## src/rtl/cd_csr_host.sv

```systemverilog
// cd_csr_host: CDBUS CSR initiator that polls flags, packs TX bytes into REG_TX words
// and streams RX frame words back out as bytes, with no CPU involved.
module cd_csr_host #(
    parameter logic [3:0]  REG_INT_FLAG = 4'h0,
    parameter logic [3:0]  REG_RX       = 4'h1,
    parameter logic [3:0]  REG_TX       = 4'h2,
    parameter logic [3:0]  REG_RX_CTRL  = 4'h3,
    parameter logic [3:0]  REG_TX_CTRL  = 4'h4,
    parameter int          RX_PEND_BIT  = 1,
    parameter int          TX_CLEAN_BIT = 5,
    parameter logic [31:0] RX_DONE_VAL  = 32'h2,
    parameter logic [31:0] TX_START_VAL = 32'h2
) (
    input  logic        clk,
    input  logic        reset_n,
    input  logic        irq,
    output logic [3:0]  csr_address,
    output logic        csr_read,
    input  logic [31:0] csr_readdata,
    output logic        csr_write,
    output logic [31:0] csr_writedata,
    input  logic [7:0]  tx_data,
    input  logic        tx_valid,
    input  logic        tx_last,
    output logic        tx_ready,
    output logic [7:0]  rx_data,
    output logic        rx_valid,
    output logic        rx_last,
    input  logic        rx_ready,
    output logic        tx_overflow
);
    localparam logic [3:0] IDLE       = 4'd0;
    localparam logic [3:0] FLAG_RD    = 4'd1;
    localparam logic [3:0] FLAG_CAP   = 4'd2;
    localparam logic [3:0] TX_COLLECT = 4'd3;
    localparam logic [3:0] TX_WR      = 4'd4;
    localparam logic [3:0] TX_COMMIT  = 4'd5;
    localparam logic [3:0] RX_RD      = 4'd6;
    localparam logic [3:0] RX_CAP     = 4'd7;
    localparam logic [3:0] RX_EMIT    = 4'd8;
    localparam logic [3:0] RX_REL     = 4'd9;
    localparam logic [8:0] MAX_LEN    = 9'd258;

    logic [3:0]  state, state_n;
    logic [8:0]  tx_cnt, rx_cnt, rx_len, len_eff, rx_cnt_n;
    logic [31:0] tx_word, tx_word_n, rx_word;
    logic [1:0]  rx_lane, lane_nx;
    logic        tx_end, tx_ovf, tx_acc, tx_store, tx_close, tx_start, rx_acc, rx_start;

    always_comb begin
        tx_acc    = state == TX_COLLECT && tx_valid;
        tx_store  = tx_acc && tx_cnt < MAX_LEN;
        tx_close  = tx_acc && (tx_last || (tx_store && tx_cnt[1:0] == 2'd3));
        tx_word_n = tx_word;
        if (tx_store) tx_word_n[{tx_cnt[1:0], 3'b000} +: 8] = tx_data;
        rx_acc    = state == RX_EMIT && rx_valid && rx_ready;
        // The length byte only exists in the first word; later words reuse the held length.
        len_eff   = rx_cnt == 9'd0 ? {1'b0, csr_readdata[23:16]} + 9'd3 : rx_len;
        rx_cnt_n  = rx_cnt + 9'd1;
        lane_nx   = rx_lane + 2'd1;
        state_n   = state;
        case (state)
            IDLE:       state_n = (irq || tx_valid) ? FLAG_RD : IDLE;
            FLAG_RD:    state_n = FLAG_CAP;
            FLAG_CAP:   state_n = csr_readdata[RX_PEND_BIT] ? RX_RD :
                                  (tx_valid && csr_readdata[TX_CLEAN_BIT]) ? TX_COLLECT : IDLE;
            TX_COLLECT: state_n = tx_close ? TX_WR : TX_COLLECT;
            TX_WR:      state_n = tx_end ? TX_COMMIT : TX_COLLECT;
            TX_COMMIT:  state_n = IDLE;
            RX_RD:      state_n = RX_CAP;
            RX_CAP:     state_n = RX_EMIT;
            RX_EMIT:    state_n = !rx_acc ? RX_EMIT : rx_last ? RX_REL : rx_lane == 2'd3 ? RX_RD : RX_EMIT;
            RX_REL:     state_n = IDLE;
            default:    state_n = IDLE;
        endcase
        tx_start  = state == FLAG_CAP && state_n == TX_COLLECT;
        rx_start  = state == FLAG_CAP && state_n == RX_RD;
    end

    always_ff @(posedge clk) begin
        if (!reset_n) begin
            state         <= IDLE;
            csr_address   <= '0;
            csr_read      <= 1'b0;
            csr_write     <= 1'b0;
            csr_writedata <= '0;
            tx_ready      <= 1'b0;
            tx_overflow   <= 1'b0;
            rx_data       <= '0;
            rx_valid      <= 1'b0;
            rx_last       <= 1'b0;
            tx_cnt        <= '0;
            tx_word       <= '0;
            tx_end        <= 1'b0;
            tx_ovf        <= 1'b0;
            rx_cnt        <= '0;
            rx_len        <= '0;
            rx_word       <= '0;
            rx_lane       <= '0;
        end else begin
            state         <= state_n;
            // Strobes and address are decoded from the next state so they are registered in the access cycle.
            csr_read      <= state_n == FLAG_RD || state_n == RX_RD;
            csr_write     <= state_n == TX_WR || state_n == TX_COMMIT || state_n == RX_REL;
            csr_address   <= state_n == FLAG_RD   ? REG_INT_FLAG :
                             state_n == RX_RD     ? REG_RX :
                             state_n == TX_WR     ? REG_TX :
                             state_n == TX_COMMIT ? REG_TX_CTRL :
                             state_n == RX_REL    ? REG_RX_CTRL : 4'h0;
            csr_writedata <= state_n == TX_WR     ? tx_word_n :
                             state_n == TX_COMMIT ? TX_START_VAL :
                             state_n == RX_REL    ? RX_DONE_VAL : 32'h0;
            tx_ready      <= state_n == TX_COLLECT;
            tx_overflow   <= tx_acc && !tx_store && !tx_ovf;
            if (tx_start) begin
                tx_cnt  <= '0;
                tx_word <= '0;
                tx_end  <= 1'b0;
                tx_ovf  <= 1'b0;
            end else if (state == TX_COLLECT) begin
                tx_word <= tx_close ? 32'h0 : tx_word_n;
                if (tx_store) tx_cnt <= tx_cnt + 9'd1;
                if (tx_acc && tx_last) tx_end <= 1'b1;
                if (tx_acc && !tx_store) tx_ovf <= 1'b1;
            end
            if (rx_start) rx_cnt <= '0;
            if (state == RX_CAP) begin
                rx_word  <= csr_readdata;
                rx_len   <= len_eff;
                rx_lane  <= 2'd0;
                rx_data  <= csr_readdata[7:0];
                rx_valid <= 1'b1;
                rx_last  <= rx_cnt + 9'd1 == len_eff;
            end else if (rx_acc) begin
                rx_cnt  <= rx_cnt_n;
                rx_lane <= lane_nx;
                if (state_n == RX_EMIT) begin
                    rx_data <= rx_word[{lane_nx, 3'b000} +: 8];
                    rx_last <= rx_cnt_n + 9'd1 == rx_len;
                end else begin
                    rx_valid <= 1'b0;
                    rx_last  <= 1'b0;
                end
            end
        end
    end
endmodule

```

## config.mk

```make
export PLATFORM = sky130hd
export DESIGN_NAME = cd_csr_host
export DESIGN_NICKNAME = d
export VERILOG_FILES = /design/src/rtl/cd_csr_host.sv
export SDC_FILE = /design/constraint.sdc
export NUM_CORES = 1
export LEC_CHECK = 0
export ABC_AREA = 1
export CORE_ASPECT_RATIO = 0.75
export CORE_MARGIN = 1
export CORE_UTILIZATION = 42
export CTS_BUF_LIST = sky130_fd_sc_hd__clkbuf_8
export CTS_CLUSTER_DIAMETER = 40
export CTS_CLUSTER_SIZE = 20
export DETAILED_ROUTE_END_ITERATION = 8
export PLACE_DENSITY = 0.68
export SETUP_SLACK_MARGIN = 0.05
export SLEW_MARGIN = 20
export SYNTH_ARGS = -nofsm -noshare
export SYNTH_HDL_FRONTEND = slang
export SYNTH_SLANG_ARGS = --single-unit
```

## constraint.sdc

```tcl
create_clock -name clk -period 4 [get_ports clk]
set_input_delay 0.4 -clock clk [delete_from_list [all_inputs] [get_ports clk]]
set_output_delay 0.4 -clock clk [all_outputs]
set_load 0.05 [all_outputs]
```

==> impl_results.md, run 1 <==
- Outcome: completed
- RSZ-0062 raised after global routing: no
- H-tree levels: 4
- GRT Resource Usage Total: 21.36%
- Clk slew on worst S/H paths: 80 ps
- Core area: 16070 um2
- Leak: 3.631 nW
- # port buffers: 94
- Net Count, Synth: 1052
- WL/cell: 13.47 um
- Post-Synthesis Cells: 994
- Yosys warns: 0
- CTS root buffer: clkbuf_8
- Synth Cell Area: 6908 um2
- CP Capture Type: register
- Number of remaining DRC errors: 0
- Vias in the first global route: 5603
- Antenna violations before repair: 0
- Largest net degree at the start of global routing: 44
- Final setup fails: 0
- Die Height: 113.1 um
- CP Data Arrival Time: 2920 ps
- Rel. slew slack: 30.36%
- Crit Path Max Fanout: 26
- Clock buffer depth: 2
- Die Width: 150.1 um
- Cts repair resizes: 0
- Pwr Density: 361.8 nW/um2
- Synth unique cells: 38
- GRT Residual Overflow: 0
- Reg2Reg Depth: 9
- Most frequent cells in the layout: nand2_1 (234), dfxtp_1 (148), inv_1 (135), nand3_1 (113), clkdlybuf4s50_1 (94)
- Antenna viol nets, final: 0
- Routed via count: 6450
- Tightest Hold Check Type: reg2reg
- Number of placed I/O pins: 96
- Synth-to-Final Area Change: 21.07%
- WHS: 441.6 ps
- Row count: 40
- Tmin final: 2563 ps
- Commonest non-fill, non-tap cell in the layout: nand2_1
- Initial Util: 43.00%
- Startpoint Class: register
- FF+latch count, synth: 148
- CTS Sinks: 148
- First-pass GRT wire length: 28.26 mm
- Final TNS setup: 0 ps
- Total CTS buffers: 17
- Final Max Tran Viols: 0
- Post-route clock period utilization: 64.09%
- # hold bufs at CTS: 0
- Diodes inserted: 0
- Peak VDD IR: 0.2182 mV
- Seq/Total Area, Yosys: 42.89%
- Routed WL: 17.47 mm
- Layout cells sized above 1: 6.164%
- Final Wtd Congestion: 0.8341
- Hpwl dp: 12.53 mm
- Fin nets: 1133
- Clock latency on the worst-skew pair: 450 ps
- Die footprint: 16970 um2
- F_max: 390.1 MHz
- Crit path required time: 4350 ps
- CTS tree: done
- Vias/cell: 4.973
- Post-CTS Setup Inserts: 0
- Max Cap Viol: 0
- Worst Max-Slew Pin Slew: 1043 ps
- Drt first pass iters: 6
- Clock skew: 13.29 ps
- Critical path type: reg2reg
- Final number of hold-violating endpoints: 0
- Avg Cell Area, Syn: 6.950 um2
- Initial drt markers: 480
- Hold path depth: 1
-- per-stage QoR --
stage                     setup WS, ps  power (mW)  instances  cell area [um2]  utilization [%]
after floorplan                   2208       1.817        994             6908                -
after global placement            1342       1.945       1266             7991            49.74
after detailed placement          1289       1.946       1266             7991            49.74
after CTS                         1476       3.047       1297             8363            52.06
after global routing              1189       3.165       1297             8363            52.06
final                             1437       3.026       1297             8363            52.06
-- registers in the layout (all words and copies together), names as in the netlist --
| register | cells |
|---|---|
| tx_word | 32 |
| rx_len | 9 |
| csr_read | 1 |
| state | 4 |
| tx_overflow | 1 |
| csr_writedata | 32 |
| rx_lane | 2 |
| rx_data | 8 |
| csr_address | 3 |
| csr_write | 1 |
| tx_end | 1 |
| rx_valid | 1 |
| rx_word | 32 |
| rx_cnt | 9 |
| tx_ovf | 1 |
| tx_cnt | 9 |
| tx_ready | 1 |
| rx_last | 1 |
-- critical path: stages, from the launching register on --
cell	delay, ps
dfxtp_1	490
nand2_1	140
nor2_4	580
inv_2	340
nand2_1	230
nand4_2	160
nor2_4	250
inv_4	90
nor2_1	110
nor2_1	60
-- kinds of logic after synthesis --
logic type                 after synthesis  share of synthesized area [%]
other                                    1                        0.05429
adders and majority gates               12                          2.173
xor gates and xnor gates                 8                          1.014
DFF                                    148                          42.89
and+or+nand+nor                        510                          33.27
buffers and inverters                  177                          9.980
AOI/OAI and AO/OA                      138                          10.61
-- cell type report --
| type | instances | area [um2] |
|---|---|---|
| multi-input cells | 669 | 3256 |
| inverters | 139 | 524.3 |
| clock inverters | 10 | 82.58 |
| clock buffers | 21 | 289.0 |
| well taps | 210 | 262.8 |
| fillers | 1600 | 7702 |
| repair buffers | 100 | 985.9 |
| flip-flops and latches | 148 | 2963 |
-- cells in the mapped netlist (all sizes together) --
master  count  area, um2
dfxtp     148       2963
nand3b      2      27.53
a21oi      30      153.9
nor4        1      6.260
a31oi       1      6.260
nor3b       4      35.03
nand3     117      605.6
buf         8      48.80
clkbuf     30      116.4
nand2     239      909.6
nor3       41      205.2
o22ai       9      56.30
nand4       8      56.30
nor2       97      446.7
o31ai       7      52.55
conb        1      3.750
o21ai      89      449.2
xor2        8      70.07
clkinv      2      7.510
inv       137      516.8
or2         1      6.260
o211ai      2      15.01
ha         12      150.1
-- worst paths after layout --
kind              slack (ps)                start                       to
hold reg to reg          440  tx_ovf$_SDFFE_PP0P_   tx_overflow$_SDFF_PN0_
setup reg to reg        1440  state[1]$_SDFF_PN0_  rx_data[6]$_SDFFE_PN0P_
hold / removal           440  tx_ovf$_SDFFE_PP0P_   tx_overflow$_SDFF_PN0_
setup / recovery        1440  state[1]$_SDFF_PN0_  rx_data[6]$_SDFFE_PN0P_
-- layer usage --
metal | GRT usage (%) | wire length (um) | up-vias
met1 | 33.16 | 9266 | 2900
met4 | 5.657 | 110 | 0
met5 | 0 | 0 | -
met3 | 5.242 | 1161 | 14
li1 | - | - | 3350
met2 | 28.67 | 6927 | 186
-- power by group --
part	switching [mW]	internal, mW	total (mW)
clock network	0.560	0.548	1.11
logic	0.253	0.129	0.381
registers	0.0347	1.50	1.54
(Power assumes the default switching activity.)
==> run 2: changes to the inputs <==
--- a/config.mk
+++ b/config.mk
@@ -13,7 +13,7 @@
 export CTS_CLUSTER_DIAMETER = 40
 export CTS_CLUSTER_SIZE = 20
 export DETAILED_ROUTE_END_ITERATION = 8
-export PLACE_DENSITY = 0.68
+export PLACE_DENSITY = 0.7
 export SETUP_SLACK_MARGIN = 0.05
 export SLEW_MARGIN = 20
 export SYNTH_ARGS = -nofsm -noshare
==> constraint.sdc (replaced) <==
create_clock -name clk -period 2.2 [get_ports clk]
set_input_delay 0.22 -clock clk [delete_from_list [all_inputs] [get_ports clk]]
set_output_delay 0.22 -clock clk [all_outputs]
set_load 0.05 [all_outputs]
==> run 2 against run 1 <==
Die area unchanged. Wire length increased by 2.3%. Design area increased by 2.8%. Cell count increased by 1.5%. Critical path depth decreased by 8. Total power increased by 87%. Critical endpoint is now rx_last.
==> impl_results.md, run 2 (same netlist as run 1, synthesis figures left out) <==
- Outcome: completed
- Clk slew on worst S/H paths: 80 ps
- Routed WL: 17.87 mm
- Die footprint: 16970 um2
- Number of remaining DRC errors: 0
- Total CTS buffers: 17
- Area after DPL: 8179 um2
- H-tree levels: 4
- First-pass GRT wire length: 29.39 mm
- Final Wtd Congestion: 0.8935
- F_max: 503.4 MHz
- Seq pwr share: 49.2%
- Cts repair resizes: 0
- Post-route clock period utilization: 90.29%
- RSZ-0062 raised after global routing: no
- GRT Resource Usage Total: 22.16%
- Final number of hold-violating endpoints: 0
- Hpwl dp: 12.92 mm
- # port buffers: 94
- CTS root buffer: clkbuf_8
- Combinational share of power: 13.6%
- CTS tree: done
- Row count: 40
- Critical path, cell by cell: clkdlybuf4s50_1
- GRT Residual Overflow: 0
- Tmin final: 1986 ps
- Clock skew: 12.13 ps
- WL/cell: 13.57 um
- Initial drt markers: 497
- Largest net degree at the start of global routing: 44
- # hold bufs at CTS: 0
- Switching power: 1.572 mW
- Rel. slew slack: 63.61%
- Leak: 3.739 nW
- CP max-delay cell: clkdlybuf4s50_1
- Buf+Inv Stages, Crit Path: 1
- WHS: 320.7 ps
- Final TNS setup: 0 ps
- Peak VDD IR: 0.4204 mV
- Antenna violations before repair: 0
- Post-Layout Inst Area: 8596 um2
- Total Power: 5.661 mW
- Die Height: 113.1 um
- Startpoint Class: register
- Die Width: 150.1 um
- Layout cells sized above 1: 8.491%
- Slowest Stage Delay on Critical Path: 870 ps
- Worst Max-Slew Pin Slew: 545.3 ps
- Final Max Tran Viols: 0
- Clock latency on the worst-skew pair: 460 ps
- Top Registers: csr_writedata (32), rx_word (32), tx_word (32)
- Vias in the first global route: 5967
- CTS Sinks: 148
- Most frequent cells in the layout: nand2_1 (234), dfxtp_1 (145), inv_1 (133), nand3_1 (112), clkdlybuf4s50_1 (94)
- CP Data Arrival Time: 1770 ps
- Antenna viol nets, final: 0
- Pwr Density: 658.6 nW/um2
- Routed via count: 6595
- Drt first pass iters: 5
- Fin util: 53.50%
- Post-CTS Setup Inserts: 0
- Internal: 4.089 mW
- CP top delay family: buffers and inverters
- Diodes inserted: 0
- Max Cap Viol: 0
- Number of placed I/O pins: 96
- Crit path required time: 1980 ps
- Commonest non-fill, non-tap cell in the layout: nand2_1
- Vias/cell: 5.008
- Fill cells: 1550
- Initial Util: 43.00%
- Sw Ratio: 27.77%
- Final setup fails: 0
- Core area: 16070 um2
- Clk network pwr share: 37.2%
- Critical path type: reg2out
- Crit Path Max Fanout: 4
- Tightest Hold Check Type: in2reg
- Synth-to-Final Area Change: 24.43%
- Clock buffer depth: 2
- CP Capture Type: primary output
- Fin nets: 1154
run 2: cell type report:
class	instances	area (um2)	area share (%)
Multi-Input combinational cell	670	3284	38.21
Sequential cell	148	2967	34.51
Timing Repair Buffer	120	1174	13.65
Inverter	139	524.3	6.099
Clock buffer	20	275.3	3.202
Tap cell	210	262.8	3.057
Clock inverter	10	108.9	1.266
run 2: metrics by stage:
step                      setup slack, ps  instances
after global placement              136.6       1286
after CTS                           175.4       1316
final                               213.6       1317
after detailed placement            116.9       1286
after global routing                48.36       1317
after floorplan                     408.1        994
run 2: path summary, 6_finish.rpt:
path                        start                  endpoint  slack, ps  cells after the start
max          rx_last$_SDFFE_PN0P_                   rx_last        210                      1
min              csr_readdata[10]  rx_word[10]$_SDFFE_PN0P_        320                      3
max reg2reg  rx_cnt[1]$_SDFF_PN0_      rx_last$_SDFFE_PN0P_        250                     15
min reg2reg   tx_ovf$_SDFFE_PP0P_    tx_overflow$_SDFF_PN0_        430                      1
run 2: layer usage:
layer / wire, um / track usage [%] / share of wire (%)
met5: 0 / 0 / 0
met4: 231 / 6.801 / 1.3
met3: 1119 / 5.282 / 6.3
met2: 7068 / 30.09 / 40
met1: 9454 / 33.84 / 53
run 2: power groups by stage:
stage / sequential, mW / clock (mW) / combinational [mW]
after CTS: 2.78 / 2.14 / 0.747
after global placement: 2.85 / 0 / 0.741
after global routing: 2.79 / 2.26 / 0.851
after detailed placement: 2.85 / 0 / 0.744
after floorplan: 2.88 / 0 / 0.422
final: 2.79 / 2.10 / 0.770
==> run 3: changes to the inputs <==
--- a/config.mk
+++ b/config.mk
@@ -11,7 +11,7 @@
 export CORE_UTILIZATION = 42
 export CTS_BUF_LIST = sky130_fd_sc_hd__clkbuf_8
 export CTS_CLUSTER_DIAMETER = 40
-export CTS_CLUSTER_SIZE = 20
+export CTS_CLUSTER_SIZE = 8
 export DETAILED_ROUTE_END_ITERATION = 8
 export PLACE_DENSITY = 0.7
 export SETUP_SLACK_MARGIN = 0.05
@@ -19,3 +19,4 @@
 export SYNTH_ARGS = -nofsm -noshare
 export SYNTH_HDL_FRONTEND = slang
 export SYNTH_SLANG_ARGS = --single-unit
+export TNS_END_PERCENT = 5
==> run 3 against run 2 <==
Via count is essentially flat. Register-to-register slack lost 70 ps. Design area barely moved. Utilization barely moved. Cell count did not move. Wire length barely moved. Critical endpoint is now rx_last$_SDFFE_PN0P_. Largest cell class unchanged.
==> impl_results.md, run 3 (same netlist as run 1, synthesis figures left out) <==
- Critical path type: reg2reg
- Antenna violations before repair: 0
- Crit Path Max Fanout: 5
- Dpl cells: 1286
- Initial drt markers: 499
- Largest net degree at the start of global routing: 44
- CP Data Arrival Time: 2430 ps
- # port buffers: 94
- Post-CTS Setup Inserts: 0
- Number of remaining DRC errors: 0
- Final Wtd Congestion: 0.8935
- Final TNS setup: 0 ps
- Combinational share of power: 13.6%
- Post-route clock period utilization: 91.97%
- Reg area: 2965 um2
- Outcome: completed
- Number of placed I/O pins: 96
- Top Registers: csr_writedata (32), rx_word (32), tx_word (32)
- Multi-input logic area: 3284 um2
- Pwr Density: 658.9 nW/um2
- Most frequent cells in the layout: nand2_1 (234), dfxtp_1 (146), inv_1 (133), nand3_1 (112), clkdlybuf4s50_1 (94)
- Tightest Hold Check Type: in2reg
- Critical path, cell by cell: ha_1 > inv_1 > nand2_1 > nand2_1 > nor2_1 > nand3_1 > inv_1 > nand2_1 > nand3_1 > nand2_1 > nor2_1 > nand3_1 > nand3_1 > nand2_1 > inv_1
- Sw Ratio: 27.79%
- F_max: 494.2 MHz
- Clock skew: 12.11 ps
- Clock latency on the worst-skew pair: 460 ps
- Die footprint: 16970 um2
- Initial Util: 43.00%
- Row count: 40
- Leak: 3.739 nW
- Routed via count: 6589
- Antenna viol nets, final: 0
- Fill cells: 1549
- CP Capture Type: register
- Commonest non-fill, non-tap cell in the layout: nand2_1
- Final Max Tran Viols: 0
- Hpwl dp: 12.92 mm
- Routed WL: 17.86 mm
- Total Power: 5.663 mW
- Most frequent CP cell: nand2_1
- First-pass GRT wire length: 29.39 mm
- Synth-to-Final Area Change: 24.42%
- Die Height: 113.1 um
- GRT Resource Usage Total: 22.16%
- RSZ-0062 raised after global routing: yes
- Final setup fails: 0
- Peak VDD IR: 0.4210 mV
- CTS root buffer: clkbuf_8
- GRT Residual Overflow: 0
- Internal: 4.089 mW
- Core area: 16070 um2
- Clock buffer depth: 2
- # hold bufs at CTS: 0
- Max Cap Viol: 0
- Finished Layout Cells: 1317
- Worst Max-Slew Pin Slew: 553.7 ps
- Vias in the first global route: 5967
- Drt first pass iters: 5
- Crit path required time: 2610 ps
- Clk network pwr share: 37.2%
- CTS tree: done
- Vias/cell: 5.003
- CP max-delay cell: dfxtp_1
- Startpoint Class: register
- Clk slew on worst S/H paths: 80 ps
- WL/cell: 13.56 um
- Seq pwr share: 49.2%
- H-tree levels: 4
- Switching power: 1.574 mW
- CTS Sinks: 148
- Total CTS buffers: 17
- Fin nets: 1154
- Final number of hold-violating endpoints: 0
- Die Width: 150.1 um
- Tmin final: 2023 ps
- Slowest Stage Delay on Critical Path: 430 ps
- Diodes inserted: 0
- Layout cells sized above 1: 8.401%
- Rel. slew slack: 63.05%
run 3: final cells by class:
class / count / area share, %
inverters: 139 / 6.100
well taps: 210 / 3.057
multi-input cells: 670 / 38.22
flip-flops and latches: 148 / 34.50
clock inverters: 10 / 1.267
clock buffers: 20 / 3.203
repair buffers: 120 / 13.66
run 3: stage by stage:
step,utilization (%),setup WS [ps],area [um2],hold WS (ps)
after floorplan,-,408.1,6908,358.1
after global placement,50.91,136.6,8179,413.6
after detailed placement,50.91,116.9,8179,417.3
after CTS,53.30,175.4,8563,288.8
after global routing,53.50,2.992,8594,313.9
final,53.50,176.6,8594,320.3
run 3: path summary, 6_finish.rpt:
| kind | startpoint | endpoint | slack, ps | depth (start not counted) |
|---|---|---|---|---|
| max reg2reg | rx_cnt[1]$_SDFF_PN0_ | rx_last$_SDFFE_PN0P_ | 180 | 15 |
| max | rx_cnt[1]$_SDFF_PN0_ | rx_last$_SDFFE_PN0P_ | 180 | 15 |
| min reg2reg | tx_ovf$_SDFFE_PP0P_ | tx_overflow$_SDFF_PN0_ | 430 | 1 |
| min | csr_readdata[10] | rx_word[10]$_SDFFE_PN0P_ | 320 | 3 |
run 3: what timing repair did:
item / in CTS / in global routing
endpoints found under the hold margin: 0 / 0
resized for setup: 0 / 7
endpoints found under the setup margin: 0 / 50
run 3: power by group through the flow:
stage	registers, mW	logic [mW]	clock network [mW]
6_report	2.79	0.769	2.11
5_1_grt	2.79	0.851	2.26
4_1_cts	2.78	0.747	2.14
3_5_place_dp	2.85	0.744	0
3_3_place_gp	2.85	0.741	0
2_1_floorplan	2.88	0.422	0
run 3: layer usage:
| layer | GRT usage [%] | vias up | routed length, um |
|---|---|---|---|
| li1 | - | 3400 | - |
| met1 | 33.84 | 2983 | 9460 |
| met2 | 30.09 | 184 | 7087 |
| met3 | 5.282 | 22 | 1073 |
| met4 | 6.801 | 0 | 241 |
| met5 | 0 | - | 0 |
run 3: worst max-delay path: cells and delay by family, from the launching register on:
kind                     cells  cell delay [ps]
buffers and inverters        3              230
flip-flops                   1              430
AND/OR/NAND/NOR             11             1050
adder cells (fa/ha/maj)      1              260
